**config.mk**
```make
export PLATFORM = sky130hd
export DESIGN_NAME = wb_port_arbiter
export DESIGN_NICKNAME = d
export VERILOG_FILES = /design/src/rtl/wb_port_arbiter.sv
export SDC_FILE = /design/constraint.sdc
export NUM_CORES = 1
export LEC_CHECK = 0
export CORE_MARGIN = 3
export CORE_UTILIZATION = 50
export DETAILED_ROUTE_END_ITERATION = 6
export GPL_ROUTABILITY_DRIVEN = 0
export PLACE_DENSITY = 0.82
export RECOVER_POWER = 25
export SKIP_LAST_GASP = 1
export SYNTH_ARGS = -nofsm -noshare
export SYNTH_HDL_FRONTEND = slang
export SYNTH_SLANG_ARGS = --single-unit
```
**constraint.sdc**
```tcl
create_clock -name clk -period 2.4 [get_ports clk]
set_clock_uncertainty 0.05 [all_clocks]
set_input_delay 0.6 -clock clk [delete_from_list [all_inputs] [get_ports clk]]
set_output_delay 0.6 -clock clk [all_outputs]
set_load 0.005 [all_outputs]
```
**src/rtl/wb_port_arbiter.sv**
```systemverilog
// wb_port_arbiter: shares the register-file write port between pipeline writeback and a 2-entry long-latency result FIFO
// Ports: clk/rst_n (async active-low); p_* pipeline writeback; l_*/l_ready long-latency offer;
// pipe_stall forces a writeback bubble; rf_* registered write port; lq_count FIFO fill; err_drop sticky drop flag.
module wb_port_arbiter #(
  parameter int MAX_WAIT = 4
) (
  input  logic        clk,
  input  logic        rst_n,
  input  logic        p_valid,
  input  logic [4:0]  p_rd,
  input  logic [31:0] p_data,
  input  logic        l_valid,
  input  logic [4:0]  l_rd,
  input  logic [31:0] l_data,
  output logic        l_ready,
  output logic        pipe_stall,
  output logic        rf_we,
  output logic [4:0]  rf_waddr,
  output logic [31:0] rf_wdata,
  output logic [1:0]  lq_count,
  output logic        err_drop
);
  typedef enum logic [1:0] {G_IDLE, G_P, G_L, G_FORCE} grant_t;
  logic [4:0]  r_rd [2];
  logic [31:0] r_data [2];
  logic        r_wptr, r_rptr, r_err, r_we;
  logic [1:0]  r_count;
  logic [3:0]  r_wait;
  logic [4:0]  r_waddr;
  logic [31:0] r_wdata;
  logic        w_nonempty, w_push, w_pop;
  logic [4:0]  w_rd;
  logic [31:0] w_data;
  grant_t      w_grant;
  assign w_nonempty = r_count != 2'd0;
  assign l_ready    = r_count != 2'd2;
  assign pipe_stall = (r_wait == 4'(MAX_WAIT)) && w_nonempty;
  assign w_push     = l_valid && l_ready;
  always_comb begin
    w_grant = G_IDLE;
    if (pipe_stall) w_grant = G_FORCE;
    else if (p_valid) w_grant = G_P;
    else if (w_nonempty) w_grant = G_L;
  end
  assign w_pop  = (w_grant == G_FORCE) || (w_grant == G_L);
  assign w_rd   = w_pop ? r_rd[r_rptr] : p_rd;
  assign w_data = w_pop ? r_data[r_rptr] : p_data;
  always_ff @(posedge clk) begin
    if (w_push) begin
      r_rd[r_wptr]   <= l_rd;
      r_data[r_wptr] <= l_data;
    end
  end
  always_ff @(posedge clk or negedge rst_n) begin
    if (!rst_n) begin
      r_wptr  <= 1'b0;
      r_rptr  <= 1'b0;
      r_count <= 2'd0;
      r_wait  <= 4'd0;
      r_err   <= 1'b0;
      r_we    <= 1'b0;
      r_waddr <= 5'd0;
      r_wdata <= 32'd0;
    end else begin
      r_wptr  <= r_wptr ^ w_push;
      r_rptr  <= r_rptr ^ w_pop;
      r_count <= r_count + {1'b0, w_push} - {1'b0, w_pop};
      r_wait  <= (w_pop || !w_nonempty) ? 4'd0 : (w_grant == G_P) ? r_wait + 4'd1 : r_wait;
      r_err   <= r_err || ((w_grant == G_FORCE) && p_valid);
      // A grant to x0 still consumes the slot but never writes
      r_we    <= (w_grant != G_IDLE) && (w_rd != 5'd0);
      if (w_grant != G_IDLE) begin
        r_waddr <= w_rd;
        r_wdata <= w_data;
      end
    end
  end
  assign rf_we    = r_we;
  assign rf_waddr = r_waddr;
  assign rf_wdata = r_wdata;
  assign lq_count = r_count;
  assign err_drop = r_err;
endmodule

```
==> Flow_metrics.wiki <==
{| class="wikitable"
! Metric !! Value
|-
| Category of the worst setup path capture point || output pin
|-
| Outcome || complete, no violations
|-
| Post-synth EDFFs || 74
|-
| DRC violations left || 0
|-
| Worst Path Class, Setup || reg -> out
|-
| Worst-path clk slew || 60 ps
|-
| Total Routed Length || 12,200 um
|-
| Number of nets with antenna violations after routing || 0
|-
| Internal Power || 5.80 mW
|-
| Number of unique standard cell types used by synthesis || 33
|-
| Time the worst path needs with I/O delays and setup || 2270 ps
|-
| Post-route setup slack || 125 ps
|-
| Met3 track demand over resource || 5.88%
|-
| Fillcell total || 615
|-
| Largest fanout on the critical path || 5
|-
| Slowest cell on crit path || sky130_fd_sc_hd__clkdlybuf4s50_1
|-
| CTS tree || done
|-
| Synthesis Warnings || 0
|-
| Mean number of vias per cell || 5.41
|-
| Critical Path RT || 1750 ps
|-
| Hold-fix buffers, CTS || 0
|-
| Maximum clock insertion buffer count || 2
|-
| Count of standard-cell rows || 36
|-
| Remaining Overflow, GRT || 0
|-
| Overall die width || 107 um
|-
| Final #Nets || 577
|-
| Synthesized area divided by synthesized cell count || 14.3 sq um
|-
| Global-route usage over all layers || 21.8%
|-
| Highest achievable clock rate || 0.440 GHz
|-
| Max-slew violations || 0
|-
| Worst slew margin relative to its limit || 17.2%
|-
| Routing usage on met1 || 26.3%
|-
| Number of DRC violations after detailed-routing iteration 0 || 202
|-
| Vias in the first global route || 3,736
|-
| Reg power frac || 37.8%
|-
| Number of endpoints with negative hold slack in the final report || 0
|-
| 1st-pass router iterations || 5
|-
| Number of primary I/O pins || 121
|-
| Maximum vdd drop || 0.641 mV
|-
| Number of clock buffers inserted by TritonCTS || 17
|-
| Area growth syn-to-layout || 38.0%
|-
| Setup violation total in the final timing report || 0
|-
| Met2 Usage GRT || 38.2%
|-
| Async S/R FF share, synth || 38.8%
|-
| Detailed-route via count || 3,466
|-
| Tcrit/Tclk final || 94.8%
|-
| Worst Max-Slew Pin Slew || 1240 ps
|-
| Final Total Pwr || 8.17 mW
|-
| Class of the most critical hold timing path || in -> async
|-
| Number of synthesized register bits || 121
|-
| H-tree level count || 4
|-
| Part of the total power dissipated in the clock network || 29.0%
|-
| Total nets after synthesis || 444
|-
| Die Ht || 107 um
|-
| Full die area || 0.0115 sq mm
|-
| Net switching component of the power || 2.37 mW
|-
| Crit path largest cell delay || 520 ps
|-
| Cell area after placement || 0.00650 sq mm
|-
| Post-synthesis cell count || 360
|-
| Combinational cell fraction of total power || 33.2%
|-
| Number of sinks driven by the clock tree || 121
|-
| Final core utilization || 71.8%
|-
| Finished Cell Area || 0.00709 sq mm
|-
| Maximum number of pins on one net before global-route repair || 48
|-
| Share of total power consumed by net switching || 29.0%
|-
| Setup Slack @ Placement || 147 ps
|-
| CP top delay family || buffers and inverters
|-
| Initial antenna violation count || 2
|-
| Area of the mapped netlist || 0.00513 sq mm
|-
| Global-route wire length before repair || 19,100 um
|-
| Number of buffers added on ports || 120
|-
| Clock Latency Late Sink || 490 ps
|-
| Fraction of layout instances using a drive strength above 1 || 18.4%
|-
| Sequential area share after synthesis || 66.2%
|-
| Unrepaired setup endpoints after global routing || no
|-
| Number of buffer and inverter instances along the worst setup path || 1
|-
| Leakage power || 2.72 nW
|-
| Post-DP HPWL || 7670 um
|-
| Initial Util || 52.0%
|-
| Total power per unit cell area || 1150 mW/mm^2
|-
| Root buffer cell || sky130_fd_sc_hd__clkbuf_8
|-
| TNS Setup || 0 ps
|-
| Average detailed-routed wire length per instance || 19.1 um
|-
| List of cells traversed by the critical path || nand2b_1 > clkdlybuf4s50_1
|-
| Most used routing layer in global routing || met2
|-
| Number of max-cap violations || 0
|-
| Worst setup SP type || flop
|-
| Critical Path AT || 1620 ps
|-
| Prevailing post-synth register cell || sky130_fd_sc_hd__edfxtp_1
|-
| Area of the core region || 0.00986 sq mm
|}
-- synthesized netlist by cell type (all sizes together), types with 4 or more instances --
cell type / instances / share of area (%)
xnor2: 4 / 0.68
mux2: 64 / 14
a221o: 4 / 0.78
ha: 6 / 1.5
mux2i: 5 / 0.97
edfxtp: 74 / 43
o22ai: 32 / 3.9
inv: 9 / 0.66
nor2: 74 / 5.4
buf: 17 / 2.4
dfrtp: 47 / 23
-- power by group through the flow --
| stage | sequential [mW] | clock (mW) | combinational [mW] |
|---|---|---|---|
| floorplan | 3.08 | 0 | 1.58 |
| global placement | 3.07 | 0 | 2.56 |
| detailed placement | 3.11 | 0 | 2.65 |
| CTS | 3.08 | 2.40 | 2.74 |
| global route | 3.14 | 2.50 | 2.93 |
| finish | 3.09 | 2.37 | 2.71 |
-- state kept, by name (all words and copies together), names as in the netlist --
| register | flops |
|---|---|
| r_rptr | 1 |
| rf_waddr | 5 |
| lq_count | 2 |
| r_wait | 4 |
| r_data | 64 |
| rf_wdata | 32 |
| r_wptr | 1 |
| rf_we | 1 |
| r_rd | 10 |
| err_drop | 1 |
-- layer usage --
layer  up-vias  routed length (um)
met5         -                   7
met4         2                 164
met3        18                 824
met2       133                6400
met1      1721                4830
li1       1592                   -
-- layout make-up --
cell class / instances / area, sq um / share of cell area, %
well taps: 133 / 166 / 2.35
diodes: 2 / 5.00 / 0.0706
flip-flops and latches: 121 / 3400 / 48.0
inverters: 9 / 33.8 / 0.477
multi-input cells: 211 / 1600 / 22.6
clock buffers: 19 / 432 / 6.09
repair buffers: 133 / 1320 / 18.6
clock inverters: 13 / 129 / 1.82
-- cells by family (layout without fill, tap and decap cells) --
logic type / after synthesis / after routing / synth area share (%)
muxes: 69 / 69 / 15.2
and+or+nand+nor: 88 / 88 / 7.41
adders and majority gates: 6 / 6 / 1.46
buffers and inverters: 28 / 174 / 3.24
other: 0 / 2 / 0
DFF: 121 / 121 / 66.2
xor gates and xnor gates: 5 / 5 / 0.853
AOI/OAI and AO/OA: 43 / 43 / 5.61
-- repair_timing --
action / in CTS / in global routing
pin swaps: 1 / 0
gates resized for setup: 6 / 2
setup buffers: 2 / 0
setup endpoints to repair: 1 / 1
-- final timing paths --
check                       startpoint      endpoint  slack, ps  cells after the start
max                        lq_count[0]       l_ready        130                      2
min                              rst_n  rf_wdata[26]        400                      2
max reg2reg                  r_wait[1]  rf_wdata[12]        330                      6
min reg2reg                   err_drop      err_drop        430                      1
max in group asynchronous        rst_n        r_rptr       1070                      2
min in group clk              err_drop      err_drop        430                      1
-- worst register-to-register path, stage by stage, from the launching register on --
cell and delay (ps):
sky130_fd_sc_hd__dfrtp_1 400, sky130_fd_sc_hd__inv_2 80, sky130_fd_sc_hd__ha_4 140, sky130_fd_sc_hd__nand3b_4 110
sky130_fd_sc_hd__o21ai_4 820, sky130_fd_sc_hd__o22ai_1 210, sky130_fd_sc_hd__nor2_1 190
-- layout by cell type (no fill, tap or decap), types with 3 or more instances in the layout --
| cell | count |
|---|---|
| sky130_fd_sc_hd__edfxtp_1 | 74 |
| sky130_fd_sc_hd__mux2_2 | 32 |
| sky130_fd_sc_hd__clkinv_2 | 6 |
| sky130_fd_sc_hd__clkinvlp_4 | 4 |
| sky130_fd_sc_hd__a221o_1 | 4 |
| sky130_fd_sc_hd__buf_12 | 3 |
| sky130_fd_sc_hd__buf_4 | 9 |
| sky130_fd_sc_hd__nor2_1 | 74 |
| sky130_fd_sc_hd__xnor2_1 | 4 |
| sky130_fd_sc_hd__clkdlybuf4s50_1 | 104 |
| sky130_fd_sc_hd__dfrtp_1 | 46 |
| sky130_fd_sc_hd__inv_1 | 7 |
| sky130_fd_sc_hd__mux2_4 | 3 |
| sky130_fd_sc_hd__dlygate4sd3_1 | 13 |
| sky130_fd_sc_hd__o22ai_1 | 32 |
| sky130_fd_sc_hd__mux2_1 | 29 |
| sky130_fd_sc_hd__mux2i_1 | 5 |
| sky130_fd_sc_hd__ha_1 | 3 |
| sky130_fd_sc_hd__clkbuf_16 | 16 |
-- through the flow --
| stage | hold slack (ps) | std cells |
|---|---|---|
| 2_1_floorplan | 254 | 360 |
| 3_3_place_gp | 386 | 605 |
| 3_5_place_dp | 418 | 605 |
| 4_1_cts | 22.9 | 639 |
| 5_1_grt | 442 | 640 |
| 6_report | 403 | 641 |
Power figures use the tool's default switching activity.
